## src/rtl/imem_program_loader_if.sv

```systemverilog
// imem_program_loader_if: byte-stream input and instruction-memory write bus of the program loader.
// Signals:
//   in_data/in_valid  stream byte and its valid, driven by the byte source
//   in_ready          loader accepts a byte; a transfer is in_valid & in_ready
//   im_we/im_addr/im_wdata  one-cycle word write into instruction memory
// Modports: master = loader side, slave = environment (byte source + memory).
interface imem_program_loader_if #(
    parameter int ADDR_WIDTH = 8
);
    logic [7:0]            in_data;
    logic                  in_valid;
    logic                  in_ready;
    logic                  im_we;
    logic [ADDR_WIDTH-1:0] im_addr;
    logic [31:0]           im_wdata;
    modport master (
        input  in_data, in_valid,
        output in_ready, im_we, im_addr, im_wdata
    );
    modport slave (
        output in_data, in_valid,
        input  in_ready, im_we, im_addr, im_wdata
    );
endinterface

```

## src/rtl/imem_program_loader.sv

```systemverilog
// imem_program_loader: packs a length-prefixed byte stream MSB-first into 32-bit words,
// writes them to instruction memory from address 0, vets opcodes and stalls the CPU meanwhile.
// Ports:
//   clk, rst      clock, synchronous active-high reset
//   start_i       one-cycle pulse beginning a load (honoured in IDLE, DONE, ERROR)
//   bus           stream input and memory write bus (imem_program_loader_if.master)
//   cpu_hold_o    CPU stall, busy_o | error_o
//   busy_o        load in progress
//   done_o        sticky success flag
//   error_o       sticky abort flag
//   err_code_o    0 none, 1 illegal opcode, 2 length overflow, 3 checksum mismatch
//   err_addr_o    word address at which the load aborted
//   word_cnt_o    words written so far
// Optional feature: define LOADER_CHECKSUM_EN to require a trailing XOR checksum byte.
module imem_program_loader #(
    parameter int          ADDR_WIDTH    = 8,
    parameter int          OP_LSB        = 26,
    parameter logic [63:0] VALID_OP_MASK = 64'hFFFF_FFFF_FFFF_FFFF
) (
    input  logic                  clk,
    input  logic                  rst,
    input  logic                  start_i,
    imem_program_loader_if.master bus,
    output logic                  cpu_hold_o,
    output logic                  busy_o,
    output logic                  done_o,
    output logic                  error_o,
    output logic [1:0]            err_code_o,
    output logic [ADDR_WIDTH-1:0] err_addr_o,
    output logic [15:0]           word_cnt_o
);
    typedef enum logic [2:0] {
        S_IDLE,
        S_LEN_HI,
        S_LEN_LO,
        S_DATA,
        S_WRITE,
`ifdef LOADER_CHECKSUM_EN
        S_CHK,
`endif
        S_DONE,
        S_ERROR
    } state_t;

    // S_FIN is where a load goes once all words are written; with the checksum
    // it still needs one more byte, so it stays busy and ready.
`ifdef LOADER_CHECKSUM_EN
    localparam bit     CSUM  = 1'b1;
    localparam state_t S_FIN = S_CHK;
`else
    localparam bit     CSUM  = 1'b0;
    localparam state_t S_FIN = S_DONE;
`endif

    // One extra bit so that writing the full depth never wraps the counter.
    localparam int CW = ADDR_WIDTH + 1;

    state_t                state_q;
    logic [15:0]           len_q;
    logic [15:0]           word_cnt_q;
    logic [31:0]           word_q;
    logic [1:0]            bidx_q;
    logic [CW-1:0]         addr_q;
    logic                  in_ready_q;
    logic                  im_we_q;
    logic                  busy_q;
    logic                  done_q;
    logic                  error_q;
    logic [1:0]            err_code_q;
    logic [ADDR_WIDTH-1:0] err_addr_q;
`ifdef LOADER_CHECKSUM_EN
    logic [7:0]            csum_q;
`endif

    logic        xfer;
    logic [31:0] word_d;
    logic [15:0] len_d;
    logic [15:0] cnt_d;
    logic        op_ok_d;
    logic        op_ok_q;
    logic        too_long;

    assign xfer     = bus.in_valid & in_ready_q;
    assign word_d   = {word_q[23:0], bus.in_data};
    assign len_d    = {len_q[15:8], bus.in_data};
    assign cnt_d    = word_cnt_q + 16'd1;
    assign op_ok_d  = VALID_OP_MASK[word_d[OP_LSB +: 6]];
    assign op_ok_q  = VALID_OP_MASK[word_q[OP_LSB +: 6]];
    assign too_long = {1'b0, len_d} > (17'd1 << ADDR_WIDTH);

    always_ff @(posedge clk) begin
        if (rst) begin
            state_q    <= S_IDLE;
            len_q      <= '0;
            word_cnt_q <= '0;
            word_q     <= '0;
            bidx_q     <= '0;
            addr_q     <= '0;
            in_ready_q <= 1'b0;
            im_we_q    <= 1'b0;
            busy_q     <= 1'b0;
            done_q     <= 1'b0;
            error_q    <= 1'b0;
            err_code_q <= '0;
            err_addr_q <= '0;
`ifdef LOADER_CHECKSUM_EN
            csum_q     <= '0;
`endif
        end else begin
            case (state_q)
                S_IDLE, S_DONE, S_ERROR: begin
                    if (start_i) begin
                        state_q    <= S_LEN_HI;
                        in_ready_q <= 1'b1;
                        busy_q     <= 1'b1;
                        done_q     <= 1'b0;
                        error_q    <= 1'b0;
                        err_code_q <= '0;
                        word_cnt_q <= '0;
                        addr_q     <= '0;
                        bidx_q     <= '0;
`ifdef LOADER_CHECKSUM_EN
                        csum_q     <= '0;
`endif
                    end
                end
                S_LEN_HI: begin
                    if (xfer) begin
                        len_q[15:8] <= bus.in_data;
                        state_q     <= S_LEN_LO;
                    end
                end
                S_LEN_LO: begin
                    if (xfer) begin
                        len_q[7:0] <= bus.in_data;
                        if (len_d == 16'd0) begin
                            state_q    <= S_FIN;
                            in_ready_q <= CSUM;
                            busy_q     <= CSUM;
                            done_q     <= !CSUM;
                        end else if (too_long) begin
                            state_q    <= S_ERROR;
                            in_ready_q <= 1'b0;
                            busy_q     <= 1'b0;
                            error_q    <= 1'b1;
                            err_code_q <= 2'd2;
                            err_addr_q <= '0;
                        end else begin
                            state_q <= S_DATA;
                        end
                    end
                end
                S_DATA: begin
                    if (xfer) begin
                        word_q <= word_d;
                        bidx_q <= bidx_q + 2'd1;
`ifdef LOADER_CHECKSUM_EN
                        csum_q <= csum_q ^ bus.in_data;
`endif
                        // The write strobe is decided here so it is a registered
                        // pulse aligned with the single WRITE cycle.
                        if (bidx_q == 2'd3) begin
                            state_q    <= S_WRITE;
                            in_ready_q <= 1'b0;
                            im_we_q    <= op_ok_d;
                        end
                    end
                end
                S_WRITE: begin
                    im_we_q <= 1'b0;
                    if (!op_ok_q) begin
                        state_q    <= S_ERROR;
                        busy_q     <= 1'b0;
                        error_q    <= 1'b1;
                        err_code_q <= 2'd1;
                        err_addr_q <= addr_q[ADDR_WIDTH-1:0];
                    end else begin
                        addr_q     <= addr_q + CW'(1);
                        word_cnt_q <= cnt_d;
                        if (cnt_d == len_q) begin
                            state_q    <= S_FIN;
                            in_ready_q <= CSUM;
                            busy_q     <= CSUM;
                            done_q     <= !CSUM;
                        end else begin
                            state_q    <= S_DATA;
                            in_ready_q <= 1'b1;
                        end
                    end
                end
`ifdef LOADER_CHECKSUM_EN
                S_CHK: begin
                    if (xfer) begin
                        in_ready_q <= 1'b0;
                        busy_q     <= 1'b0;
                        if (bus.in_data == csum_q) begin
                            state_q <= S_DONE;
                            done_q  <= 1'b1;
                        end else begin
                            state_q    <= S_ERROR;
                            error_q    <= 1'b1;
                            err_code_q <= 2'd3;
                            err_addr_q <= ADDR_WIDTH'(len_q - 16'd1);
                        end
                    end
                end
`endif
                default: state_q <= S_IDLE;
            endcase
        end
    end

    // addr_q holds the current word address during WRITE and word_q the packed word.
    assign bus.in_ready = in_ready_q;
    assign bus.im_we    = im_we_q;
    assign bus.im_addr  = addr_q[ADDR_WIDTH-1:0];
    assign bus.im_wdata = word_q;
    assign cpu_hold_o   = busy_q | error_q;
    assign busy_o       = busy_q;
    assign done_o       = done_q;
    assign error_o      = error_q;
    assign err_code_o   = err_code_q;
    assign err_addr_o   = err_addr_q;
    assign word_cnt_o   = word_cnt_q;
endmodule

```

## src/flat_wrapper.sv

```systemverilog
// flat-port wrapper written by rule: the top's interface ports become plain ports
module imem_program_loader_flat 
#(
    parameter int          ADDR_WIDTH    = 8,
    parameter int          OP_LSB        = 26,
    parameter logic [63:0] VALID_OP_MASK = 64'hFFFF_FFFF_FFFF_FFFF
)
  (clk, rst, start_i, cpu_hold_o, busy_o, done_o, error_o, err_code_o, err_addr_o, word_cnt_o, bus_in_data, bus_in_valid, bus_in_ready, bus_im_we, bus_im_addr, bus_im_wdata);
  imem_program_loader_if #(.ADDR_WIDTH(ADDR_WIDTH)) bus_i ();
  input  logic clk;
  input  logic rst;
  input  logic start_i;
  output logic cpu_hold_o;
  output logic busy_o;
  output logic done_o;
  output logic error_o;
  output logic [1:0] err_code_o;
  output logic [ADDR_WIDTH-1:0] err_addr_o;
  output logic [15:0] word_cnt_o;
  input wire logic [$bits(bus_i.in_data)-1:0] bus_in_data;
  input wire logic [$bits(bus_i.in_valid)-1:0] bus_in_valid;
  output wire logic [$bits(bus_i.in_ready)-1:0] bus_in_ready;
  output wire logic [$bits(bus_i.im_we)-1:0] bus_im_we;
  output wire logic [$bits(bus_i.im_addr)-1:0] bus_im_addr;
  output wire logic [$bits(bus_i.im_wdata)-1:0] bus_im_wdata;
  assign bus_i.in_data = bus_in_data;
  assign bus_i.in_valid = bus_in_valid;
  assign bus_in_ready = bus_i.in_ready;
  assign bus_im_we = bus_i.im_we;
  assign bus_im_addr = bus_i.im_addr;
  assign bus_im_wdata = bus_i.im_wdata;
  imem_program_loader #(.ADDR_WIDTH(ADDR_WIDTH), .OP_LSB(OP_LSB), .VALID_OP_MASK(VALID_OP_MASK)) u_core (.clk(clk), .rst(rst), .start_i(start_i), .bus(bus_i), .cpu_hold_o(cpu_hold_o), .busy_o(busy_o), .done_o(done_o), .error_o(error_o), .err_code_o(err_code_o), .err_addr_o(err_addr_o), .word_cnt_o(word_cnt_o));
endmodule
```

## config.mk

```make
export PLATFORM = sky130hd
export DESIGN_NAME = imem_program_loader_flat
export DESIGN_NICKNAME = d
export VERILOG_FILES = /design/src/rtl/imem_program_loader_if.sv /design/src/rtl/imem_program_loader.sv /design/src/flat_wrapper.sv
export SDC_FILE = /design/constraint.sdc
export NUM_CORES = 1
export LEC_CHECK = 0
export ABC_AREA = 1
export BUFFER_PORTS_ARGS = -buffer_cell sky130_fd_sc_hd__buf_2
export CAP_MARGIN = 25
export CORE_ASPECT_RATIO = 0.8
export CORE_MARGIN = 2
export CORE_UTILIZATION = 55
export DETAILED_ROUTE_END_ITERATION = 16
export PLACE_DENSITY = 0.83
export SLEW_MARGIN = 20
export SYNTH_ARGS = -nofsm -noshare
export SYNTH_HDL_FRONTEND = slang
export SYNTH_SLANG_ARGS = --single-unit
```

## constraint.sdc

```tcl
create_clock -name clk -period 2.2 [get_ports clk]
set_input_delay 0.55 -clock clk [delete_from_list [all_inputs] [get_ports clk]]
set_output_delay 0.55 -clock clk [all_outputs]
set_load 0.005 [all_outputs]
```

Yosys cells after proc, flatten, opt, wreduce, memory -nomap -nowiden
Memories as Yosys holds them, arrays and structs flattened. A register that Yosys moved wholly into a read port is not among the register bits.
Index checks and enable logic that the tools add are counted.

word-level totals
  bits in registers = 93
  memory bits (read-only) = 128
  word-level logic and storage cells = 127
  memories kept = 2

operators by class
  add/sub/neg operators = 3
  $lt $le $gt $ge = 3
  eq/ne operators = 21
  mux-type cells = 61
  bitwise logic cells = 2
  reduce and logical (&&, ||, !) cells = 21

memory list
  memory           words  bits a word  rd ports  clocked after memory_dff  write ports  RTL line                   source
  (no name shown)  64     1            1         1                         0            imem_program_loader.sv:88  assign op_ok_q = VALID_OP_MASK[word_q[OP_LSB +: 6]];
  (no name shown)  64     1            1         1                         0            imem_program_loader.sv:87  assign op_ok_d = VALID_OP_MASK[word_d[OP_LSB +: 6]];

operator list
  operator                 count
  $mux W16                 2
  $mux W8                  4
  $pmux W16 S2             1
  $mux W3                  9
  $mux W6                  4
  $mux W1                  23
  $mux W9                  2
  $pmux W9 S2              1
  $add A16 B1 Y16 const B  1
  $eq A16 B16 Y1           1
  $gt A16 B9 Y1 const B    1
  $logic_not A16 Y1        1
  $ne A2 B1 Y1 const B     8
  $pmux W8 S2              1
  $pmux W3 S5              1
  $reduce_and A5 Y1        3
  $lt A6 B7 Y1 const B     2
  $mux W2                  6
  $reduce_and A6 Y1        2
  $add A9 B1 Y9 const B    1
  $eq A3 B3 Y1 const B     3
  $pmux W1 S3              3
  $reduce_and A3 Y1        3
  $reduce_bool A2 Y1       4
  19 further kinds         24

Depth between registers and ports, before layout
Gate-level depths: netlist (run 1).

  depth after elaboration = 5
  depth in mapped cells = 16
  mapped depth without buffers = 16

Least setup slack after synthesis (run 1)
No wires, ideal clock.

  path type = reg2reg
  from = reg u_core.word_cnt_q[0] (netlist: u_core.word_cnt_o[0])
  to = reg u_core.in_ready_q (netlist: u_core.bus.in_ready)
  setup time = 0.117 ns
  arrival = 1.759 ns
  required time = 2.083 ns
  slack = 0.323 ns
  stages on the path, launching flop included = 16
  path buffers = 0
  cell sequence = dfxtp_1 -> ha_1 -> nand2_1 -> nor2_4 -> nand2_1 -> nand2_1 -> nand2_1 -> nand2_1 -> nand2_1 -> nor2_1 -> nand3_1 -> nor2_1 -> nand2_1 -> nand2_2 -> nand3_2 -> nor2b_1

on the way
  cells in the longest elaborated chain, start to end = 5

RTL lines
  element                   RTL line                    source
  start: declaration        imem_program_loader.sv:60   logic [15:0] word_cnt_q;
  start signal: assignment  imem_program_loader.sv:179  word_cnt_q <= cnt_d;
  $add A16 B1 Y16           imem_program_loader.sv:86   assign cnt_d = word_cnt_q + 16'd1;
  $eq A16 B16 Y1            imem_program_loader.sv:180  if (cnt_d == len_q) begin
  $mux W1                   imem_program_loader.sv:180
  $mux W1                   imem_program_loader.sv:171  if (!op_ok_q) begin
  $pmux W1 S4               imem_program_loader.sv:110  case (state_q)
  end signal: assignment    imem_program_loader.sv:114  in_ready_q <= 1'b1;
  end signal: assignment    imem_program_loader.sv:182  in_ready_q <= CSUM;
  end signal: assignment    imem_program_loader.sv:187  in_ready_q <= 1'b1;
  end: declaration          imem_program_loader.sv:64   logic in_ready_q;

Every way passes these cells. The select of a mux whose other input is x is not followed.
A chain may end at the register's enable or synchronous reset.

Final worst setup path (run 1)
Ends and elaborated chain as after synthesis.

==> results of run 1 <==
critical path: stages (launching register included):
cell and delay (ns):
dfxtp_2 0.37, buf_4 0.17, nand3_1 0.14, nor2_1 0.25, nand3_1 0.21, xnor3_1 0.25, nand2_1 0.07, nor2_1 0.10
nand2_1 0.07, nand2_2 0.10, nand3_2 0.08, nor2b_1 0.14
cells in the mapped netlist (all sizes together):
cell type	number
dfxtp	92
o211a	1
nand3	40
a221oi	3
a31oi	1
xor2	2
clkinv	1
ha	3
nor2b	1
a21o	1
nand2	120
nor4	1
or2	2
nand3b	4
nor2	97
inv	63
nor3	4
clkbuf	16
nor3b	8
a21oi	56
xnor3	2
o21ai	61
nand4	10
buf	5
xnor2	2
per-layer routing:
| layer | wire, um | global-route usage, % | vias to the layer above |
|---|---|---|---|
| met5 | 0 | 0 | - |
| met4 | 149 | 8.514 | 0 |
| met3 | 953 | 8.085 | 21 |
| met2 | 5023 | 42.11 | 195 |
| met1 | 4806 | 34.42 | 2028 |
| li1 | - | - | 2109 |
worst max-delay path by stage:
stage | from | endpoint | depth (start not counted)
final | u_core.word_cnt_o[0]$_SDFFE_PP0P_ | u_core.bus.in_ready$_SDFFE_PP0P_ | 11
after detailed placement | u_core.word_cnt_o[1]$_SDFFE_PP0P_ | u_core.bus.in_ready$_SDFFE_PP0P_ | 13
after CTS | u_core.word_cnt_o[1]$_SDFFE_PP0P_ | u_core.bus.in_ready$_SDFFE_PP0P_ | 13
after global routing | u_core.word_cnt_o[1]$_SDFFE_PP0P_ | u_core.bus.in_ready$_SDFFE_PP0P_ | 15
after global placement | bus_in_data[5] | u_core.bus.in_ready$_SDFFE_PP0P_ | 10
after floorplan | u_core.word_cnt_o[0]$_SDFFE_PP0P_ | u_core.bus.in_ready$_SDFFE_PP0P_ | 15
final cells by class:
cell class	instances	area share, %
timing repair buffer	95	10.39
tap	105	2.635
sequential	92	36.99
clock buffer	9	2.484
clock inverter	7	1.606
multi-input combinational	419	41.08
inverter	64	4.818
flip-flops by register name, summed over array words and instances, names as in the netlist:
| signal | count |
|---|---|
| u_core.err_addr_o | 8 |
| u_core.error_o | 1 |
| u_core.word_cnt_o | 16 |
| u_core.done_o | 1 |
| u_core.bidx_q | 2 |
| u_core.err_code_o | 2 |
| u_core.bus.im_we | 1 |
| u_core.addr_q | 8 |
| u_core.bus.im_wdata | 32 |
| u_core.busy_o | 1 |
| u_core.len_q | 16 |
| u_core.bus.in_ready | 1 |
| u_core.state_q | 3 |
repair_timing:
| action | 4_1_cts | 5_1_grt |
|---|---|---|
| setup endpoints to repair | 0 | 5 |
| hold buffers | 0 | 0 |
| resized for setup | 0 | 7 |
| endpoints found under the hold margin | 0 | 0 |
| setup buffers | 0 | 1 |
power by group through the flow:
stage                     Sequential, mW  Clock, mW  Combinational [mW]
after detailed placement            1.90          0                1.06
after global placement              1.89          0                1.03
after floorplan                     1.88          0               0.742
final                               1.87       1.20                1.09
after CTS                           1.86       1.21                1.07
after global routing                1.88       1.28                1.23
cells by family (layout without fill, tap and decap cells):
logic type / Yosys count / count (layout) / synth area share [%]
DFF: 92 / 92 / 43.95
xor gates and xnor gates: 6 / 6 / 1.911
buffers and inverters: 85 / 175 / 7.704
adders and majority gates: 3 / 3 / 0.8959
and+or+nand+nor: 287 / 287 / 30.19
AOI/OAI and AO/OA: 123 / 123 / 15.35
per-stage QoR:
| stage | utilization (%) | TNS (ns) |
|---|---|---|
| 3_5_place_dp | 64.29 | 0 |
| 3_3_place_gp | 64.29 | 0 |
| 4_1_cts | 67.04 | 0 |
| 6_report | 67.45 | 0 |
| 2_1_floorplan | - | 0 |
| 5_1_grt | 67.45 | -0.005561 |
==> results.sh, run 1 <==
export IMPL_fin_area_mm2=0.004986
export IMPL_cts_buffers=9
export IMPL_synth_area_leaders="dfxtp_1 44%, nand2_1 10%, nor2_1 8.1%"
export IMPL_power_mw=4.162
export IMPL_worstPathArrival_ns=2.34
export IMPL_hold_depth=2
export IMPL_core_area_mm2=0.007392
export IMPL_rr_endpoint="u_core.bus.in_ready$_SDFFE_PP0P_"
export IMPL_first_global_vias=3833
export IMPL_dieArea_mm2=0.008337
export IMPL_syn2layout_area_growth_pct=18.99
export IMPL_io_pin_count=84
export IMPL_maxCapViolations=0
export IMPL_grt_usage_pct=26.44
export IMPL_clk_pin_slew_worst_paths_ns=0.10
export IMPL_leakage_nw=2.341
export IMPL_dp_slack_ns=0.07690
export IMPL_intPower_mw=2.698
export IMPL_syn_area_mm2=0.004190
export IMPL_p_sw_mw=1.464
export IMPL_crit_type="reg -> reg"
export IMPL_seq_area_frac_synth_pct=43.95
export IMPL_synth_top_area_cell="dfxtp_1"
export IMPL_drive_gt1_share_pct=19.68
export IMPL_finClkSkew_ns=0.009904
export IMPL_cp_required_ns=2.46
export IMPL_dieHeight_um=82.07
export IMPL_min_from="u_core.err_code_o[0]$_SDFFE_PP0P_"
export IMPL_dp_cells=774
export IMPL_synth_area_per_cell_um2=7.031
export IMPL_dieWidth_um=101.6
export IMPL_place_area_mm2=0.004752
export IMPL_finalHoldViolCount=0
export IMPL_relSlewSlack_pct=69.02
export IMPL_root_buffer="clkbuf_8"
export IMPL_hpwl_um=7638
export IMPL_final_setup_viol_count=0
export IMPL_clock_sinks=92
export IMPL_portBuffers=83
export IMPL_yosysWarnings=0
export IMPL_clkPwrFrac_pct=28.8
export IMPL_first_pass_iters=5
export IMPL_peakVddDrop_mv=0.4988
export IMPL_whs_endpoint="u_core.err_code_o[0]$_SDFFE_PP0P_"
export IMPL_cts_tree="yes"
export IMPL_cts_max_level=3
export IMPL_r2r_setup_slack_ns=0.13
export IMPL_seqCellArea_mm2=0.001844
export IMPL_gp_congestion=0.9402
export IMPL_final_common_cell="nand2_1"
export IMPL_drc_errors=0
export IMPL_power_density_mw_per_mm2=834.7
export IMPL_r2r_cells=11
export IMPL_cp_max_fo=6
export IMPL_combPwrFrac_pct=26.3
export IMPL_vias=4353
export IMPL_final_cell_mix="114 x nand2_1, 90 x dfxtp_1, 88 x nor2_1, 83 x buf_2, 62 x inv_1"
export IMPL_swShare_pct=35.18
export IMPL_seqPwrFrac_pct=44.9
export IMPL_status="finished clean"
export IMPL_wire_per_inst_um=13.82
export IMPL_routed_wirelength_um=10930
export IMPL_whs_ns=0.4579
export IMPL_grt_max_degree=55
export IMPL_start_util_pct=56.69
export IMPL_fin_crit_sh_pct=94.30
export IMPL_fin_cells=791
export IMPL_hp_class="reg -> reg"
export IMPL_fin_nets=696
export IMPL_core_rowCount=28
export IMPL_cts_max_path_buffers=2
export IMPL_antenna_found_initial=0
export IMPL_fmax_ghz=0.4820
export IMPL_ys_ff_latch=92
export IMPL_final_min_clock_period_ns=2.075
export IMPL_tightest_slew_ns=0.4647
export IMPL_synth_nets=611
export IMPL_synth_top_area_share_pct=43.95
export IMPL_grt_ovfl_total=0
export IMPL_diodes=0
export IMPL_clk_latency_ns=0.37
export IMPL_r2r_start="u_core.word_cnt_o[0]$_SDFFE_PP0P_"
export IMPL_nFillCells=666
export IMPL_vias_per_cell=5.503
export IMPL_drt_iter0_drc=400
export IMPL_multi_input_area_mm2=0.002048
export IMPL_grt_pass1_wl_um=17330
export IMPL_synth_distinct_cells=33
export IMPL_startpoint_type="register"
export IMPL_slew_violations=0
export IMPL_fin_ws_ns=0.1254
export IMPL_antenna_left=0
export IMPL_cp_end_kind="register"
export IMPL_syn_inst=596
Power figures use the tool's default switching activity.
==> inputs of run 2 (changes only) <==
- CORE_UTILIZATION: 55 -> 59
- PLACE_DENSITY: 0.83 -> 0.88
- clock period: 2.2 -> 2.5 ns (I/O delays scaled with it)
==> run 2 against run 1 <==
  * Combinational power fell by 16%
  * Register-to-register slack better by 0.17 ns
  * Die area decreased by 6.5%
  * Largest power group unchanged
  * Clock power down 12%
  * Count of clock-buffer cells in the layout increased by 3
  * Total power down 13%
  * Via count decreased by 2.3%
  * Critical path depth grew 4
  * Core utilization up 3.6 points
==> results.sh, run 2 (synthesis gave the netlist of run 1 again) <==
export IMPL_status="finished clean"
export IMPL_clock_sinks=92
export IMPL_maxCapViolations=0
export IMPL_cts_max_path_buffers=2
export IMPL_rr_endpoint="u_core.done_o$_SDFFE_PP0P_"
export IMPL_drt_iter0_drc=314
export IMPL_worstPathArrival_ns=2.50
export IMPL_crit_type="reg -> reg"
export IMPL_vias=4254
export IMPL_core_rowCount=27
export IMPL_io_pin_count=84
export IMPL_diodes=0
export IMPL_syn2layout_area_growth_pct=16.87
export IMPL_final_cell_mix="116 x nand2_1, 92 x dfxtp_1, 89 x nor2_1, 83 x buf_2, 62 x inv_1"
export IMPL_hp_class="reg -> reg"
export IMPL_peakVddDrop_mv=0.4708
export IMPL_cp_max_fo=9
export IMPL_drive_gt1_share_pct=18.06
export IMPL_first_pass_iters=5
export IMPL_rsz0062_at_grt="false"
export IMPL_vias_per_cell=5.539
export IMPL_r2r_setup_slack_ns=0.29
export IMPL_leakage_nw=2.312
export IMPL_cts_buffers=9
export IMPL_drc_errors=0
export IMPL_slew_violations=0
export IMPL_top_layer="met4"
export IMPL_dieHeight_um=79.38
export IMPL_tightest_slew_ns=0.6846
export IMPL_first_global_vias=3871
export IMPL_cts_resized=0
export IMPL_gp_congestion=0.9360
export IMPL_cts_max_level=3
export IMPL_core_area_mm2=0.006892
export IMPL_setup_tns_final_ns=0
export IMPL_met1Wirelength_um=4432
export IMPL_finClkSkew_ns=0.009818
export IMPL_portBuffers=83
export IMPL_met2_length_um=4761
export IMPL_cp_end_kind="register"
export IMPL_grt_usage_pct=26.64
export IMPL_final_setup_viol_count=0
export IMPL_fin_nets=691
export IMPL_cts_setup_buffers=0
export IMPL_clk_pin_slew_worst_paths_ns=0.09
export IMPL_cp_required_ns=2.79
export IMPL_routed_wirelength_um=10270
export IMPL_r2r_start="u_core.word_cnt_o[0]$_SDFFE_PP0P_"
export IMPL_grt_pass1_wl_um=17080
export IMPL_holdBufCountCts=0
export IMPL_antenna_found_initial=0
export IMPL_met3WireLength_um=866
export IMPL_dp_cells=752
export IMPL_dieArea_mm2=0.007796
export IMPL_dieWidth_um=98.22
export IMPL_root_buffer="clkbuf_8"
export IMPL_hold_depth=2
export IMPL_hpwl_um=7148
export IMPL_startpoint_type="register"
export IMPL_nFillCells=585
export IMPL_fmax_ghz=0.4529
export IMPL_seqCellArea_mm2=0.001842
export IMPL_wire_per_inst_um=13.37
export IMPL_multi_input_area_mm2=0.002028
export IMPL_min_from="u_core.err_code_o[0]$_SDFFE_PP0P_"
export IMPL_fin_crit_sh_pct=88.32
export IMPL_relSlewSlack_pct=54.19
export IMPL_start_util_pct=60.80
export IMPL_final_common_cell="nand2_1"
export IMPL_place_area_mm2=0.004687
export IMPL_grt_max_degree=55
export IMPL_antenna_left=0
export IMPL_finalHoldViolCount=0
export IMPL_r2r_cells=15
export IMPL_cts_tree="yes"
export IMPL_fin_cells=768
export IMPL_final_min_clock_period_ns=2.208
export IMPL_power_density_mw_per_mm2=739.4
export IMPL_clk_latency_ns=0.36
export IMPL_fin_area_mm2=0.004897
export IMPL_whs_endpoint="u_core.err_code_o[0]$_SDFFE_PP0P_"
export IMPL_largest_register_ffs=32
export IMPL_grt_ovfl_total=0
export IMPL_power_mw=3.621
==> run 2: changes by cell type in the layout (fill, tap and decap cells not counted), moves of 2 or more <==
cell      change
dfxtp_2       -2
dfxtp_1       +2
nand2_2       -2
clkbuf_8      +2
nand2_1       +2
buf_4         -4
==> run 2: how the worst max path moves through the flow <==
stage	start	slack (ns)	endpoint
floorplan	u_core.word_cnt_o[0]$_SDFFE_PP0P_	0.62	u_core.bus.in_ready$_SDFFE_PP0P_
global placement	bus_in_data[2]	0.45	u_core.err_addr_o[2]$_SDFFE_PP0P_
detailed placement	bus_in_data[2]	0.34	u_core.bus.in_ready$_SDFFE_PP0P_
CTS	u_core.word_cnt_o[0]$_SDFFE_PP0P_	0.32	u_core.done_o$_SDFFE_PP0P_
global route	u_core.word_cnt_o[0]$_SDFFE_PP0P_	0.09	u_core.done_o$_SDFFE_PP0P_
finish	u_core.word_cnt_o[0]$_SDFFE_PP0P_	0.29	u_core.done_o$_SDFFE_PP0P_
==> run 2: routing by layer <==
layer | vias to the layer above | global-route usage [%]
li1 | 2102 | -
met1 | 1948 | 34.58
met2 | 177 | 43.08
met3 | 27 | 7.706
met4 | 0 | 9.041
met5 | - | 0
==> run 2: area by class of cell <==
| type | instances | area share (%) |
|---|---|---|
| well taps | 87 | 2.223 |
| repair buffers | 90 | 9.555 |
| clock inverters | 4 | 1.124 |
| inverters | 64 | 4.905 |
| multi-input cells | 419 | 41.42 |
| flip-flops and latches | 92 | 37.61 |
| clock buffers | 12 | 3.168 |
==> run 2: power breakdown <==
group	total, mW	switching, mW	leakage [nW]	internal, mW
sequential	1.64	0.0813	0.743	1.56
clock	1.06	0.534	0.104	0.525
combinational	0.921	0.615	1.47	0.306
total	3.62	1.23	2.31	2.39
==> run 2: per-stage QoR <==
stage | setup WS [ns] | hold WS (ns) | util (%)
3_3_place_gp | 0.4526 | 0.4375 | 68.01
6_report | 0.2921 | 0.4620 | 71.06
2_1_floorplan | 0.6234 | 0.4355 | -
3_5_place_dp | 0.3376 | 0.4449 | 68.01
5_1_grt | 0.08529 | 0.4728 | 71.06
4_1_cts | 0.3223 | 0.4574 | 71.06
==> run 2: worst max-delay path, stage by stage (launching register included) <==
cell	delay, ns
dfxtp_1	0.46
ha_1	0.24
nand2_1	0.14
nor2_4	0.22
nand2_1	0.08
nand2_1	0.08
nand2_1	0.08
nand2_1	0.07
nand2_1	0.06
nor2_1	0.08
nand3_1	0.10
nor2_1	0.09
nand2_1	0.07
nand2_2	0.09
nand3_1	0.13
a21oi_2	0.14
==> inputs of run 3 (changes only) <==
- PLACE_DENSITY: 0.88 -> 0.81
==> run 3 against run 2 <==
  * Non-clock buffer count increased by 3
  * Largest power group unchanged
  * Global-route usage is 0.13 points higher
  * Critical path type unchanged
  * Critical endpoint is now u_core.bus.in_ready$_SDFFE_PP0P_
  * Count of clock-buffer cells in the layout shrank 2
==> results.sh, run 3 (synthesis gave the netlist of run 1 again) <==
export IMPL_core_area_mm2=0.006892
export IMPL_holdBufCountCts=0
export IMPL_dieArea_mm2=0.007796
export IMPL_slew_violations=0
export IMPL_antenna_found_initial=0
export IMPL_antenna_left=0
export IMPL_leakage_nw=2.318
export IMPL_r2r_cells=13
export IMPL_vias_per_cell=5.446
export IMPL_grtUsageMet3_pct=6.305
export IMPL_setup_tns_final_ns=0
export IMPL_diodes=0
export IMPL_critPathSlowestCell="dfxtp_1"
export IMPL_p_sw_mw=1.276
export IMPL_rsz0062_at_grt="false"
export IMPL_seqPwrFrac_pct=46.0
export IMPL_grt_usage_pct=26.77
export IMPL_cp_max_fo=4
export IMPL_finClkSkew_ns=0.005960
export IMPL_dieWidth_um=98.22
export IMPL_grt_util_met2_pct=44.04
export IMPL_fmax_ghz=0.4555
export IMPL_drc_errors=0
export IMPL_drt_iter0_drc=265
export IMPL_cts_resized=0
export IMPL_clk_pin_slew_worst_paths_ns=0.10
export IMPL_fin_area_mm2=0.004902
export IMPL_crit_buf_inv=0
export IMPL_critPathLaunch="u_core.word_cnt_o[0]$_SDFFE_PP0P_"
export IMPL_start_util_pct=60.80
export IMPL_finalHoldViolCount=0
export IMPL_crit_type="reg -> reg"
export IMPL_status="finished clean"
export IMPL_cts_tree="yes"
export IMPL_clk_latency_ns=0.37
export IMPL_grt_pass1_wl_um=17060
export IMPL_nFillCells=601
export IMPL_clock_sinks=92
export IMPL_dieHeight_um=79.38
export IMPL_final_setup_viol_count=0
export IMPL_io_pin_count=84
export IMPL_combPwrFrac_pct=26.3
export IMPL_cts_max_path_buffers=2
export IMPL_r2r_setup_slack_ns=0.30
export IMPL_drive_gt1_share_pct=18.57
export IMPL_final_cell_mix="116 x nand2_1, 92 x dfxtp_1, 89 x nor2_1, 83 x buf_2, 62 x inv_1"
export IMPL_worstPathArrival_ns=2.46
export IMPL_r2r_start="u_core.word_cnt_o[0]$_SDFFE_PP0P_"
export IMPL_grtUsageMet1_pct=35.83
export IMPL_largest_register_ffs=32
export IMPL_grt_max_degree=55
export IMPL_place_area_mm2=0.004710
export IMPL_clkPwrFrac_pct=27.7
export IMPL_swShare_pct=35.88
export IMPL_hp_class="reg -> reg"
export IMPL_power_density_mw_per_mm2=725.5
export IMPL_fin_crit_sh_pct=87.81
export IMPL_syn2layout_area_growth_pct=16.99
export IMPL_maxCapViolations=0
export IMPL_cts_setup_buffers=0
export IMPL_cpLargestDelayFamily="simple AND/OR/NAND/NOR gates"
export IMPL_final_min_clock_period_ns=2.195
export IMPL_portBuffers=83
export IMPL_relSlewSlack_pct=58.51
export IMPL_final_common_cell="nand2_1"
export IMPL_cts_max_level=3
export IMPL_first_pass_iters=5
export IMPL_cp_end_kind="register"
export IMPL_peakVddDrop_mv=0.3827
export IMPL_intPower_mw=2.280
export IMPL_tightest_slew_ns=0.6166
export IMPL_setup_worst_path_end="u_core.bus.in_ready$_SDFFE_PP0P_"
export IMPL_cp_required_ns=2.76
export IMPL_first_global_vias=3872
export IMPL_cts_buffers=9
export IMPL_wire_per_inst_um=13.39
export IMPL_min_from="u_core.err_code_o[0]$_SDFFE_PP0P_"
export IMPL_core_rowCount=27
export IMPL_grt_busiest_layer="met2"
export IMPL_vias=4199
export IMPL_hpwl_um=7358
export IMPL_root_buffer="clkbuf_8"
export IMPL_routed_wirelength_um=10330
export IMPL_critical_path_max_stage_delay_ns=0.41
export IMPL_gp_congestion=0.8923
export IMPL_grt_ovfl_total=0
export IMPL_crit_chain="ha_1 > nand3_1 > nor2_1 > nand4_1 > nand3_1 > nand2_1 > nor2_1 > nand2_1 > nor2_1 > nand2_1 > nand2_2 > nand3_2 > nor2b_1"
export IMPL_fin_nets=694
export IMPL_rr_endpoint="u_core.bus.in_ready$_SDFFE_PP0P_"
export IMPL_startpoint_type="register"
export IMPL_path_depth=13
run 3: cell count changes in the layout (fill, tap and decap cells not counted):
cell | before | now
clkbuf_1 | 1 | 0
bufinv_16 | 1 | 0
inv_8 | 0 | 2
clkbuf_8 | 11 | 10
clkinvlp_4 | 1 | 2
buf_4 | 7 | 10
run 3: worst register-to-register path, delay by kind of cell (launching register included):
family	cells	cell delay [ns]
DFF	1	0.41
adders and majority gates	1	0.21
and+or+nand+nor	12	1.46
run 3: per-stage QoR:
stage               hold slack (ns)  utilization (%)  total power [mW]  cells  setup slack, ns
finish                       0.4609            71.13             3.557    771           0.3048
global route                 0.4796            71.13             3.761    771          0.09057
CTS                          0.4609            71.13             3.552    771           0.3642
detailed placement           0.4479            68.34             2.581    755           0.1561
global placement             0.4436            68.34             2.548    755           0.2722
floorplan                    0.4355                -             2.309    596           0.6234
run 3: area by class of cell:
cell class                 count  area, um2  share of cell area (%)
multi-input combinational    419       2028                   41.37
sequential                    92       1842                   37.57
timing repair buffer          93      490.5                   10.01
inverter                      64      240.2                   4.900
clock buffer                  10      137.6                   2.808
tap                           87      108.9                   2.221
clock inverter                 6      55.05                   1.123
run 3: how the worst min path moves through the flow:
stage / endpoint / depth (start not counted)
final: u_core.err_code_o[0]$_SDFFE_PP0P_ / 2
after global routing: u_core.done_o$_SDFFE_PP0P_ / 2
after CTS: u_core.err_code_o[0]$_SDFFE_PP0P_ / 2
after detailed placement: u_core.err_code_o[1]$_SDFFE_PP0P_ / 2
after global placement: u_core.err_code_o[0]$_SDFFE_PP0P_ / 2
after floorplan: u_core.err_code_o[0]$_SDFFE_PP0P_ / 2
run 3: metal layers:
metal / routed length, um / vias to the layer above
li1: - / 2103
met1: 4761 / 1922
met2: 4656 / 152
met3: 728 / 22
met4: 178 / 0
met5: 0 / -
run 3: power groups by stage:
stage | clock (mW) | sequential (mW) | combinational [mW]
2_1_floorplan | 0 | 1.66 | 0.653
3_3_place_gp | 0 | 1.67 | 0.882
3_5_place_dp | 0 | 1.67 | 0.912
4_1_cts | 0.995 | 1.64 | 0.922
5_1_grt | 1.06 | 1.65 | 1.05
6_report | 0.985 | 1.64 | 0.935
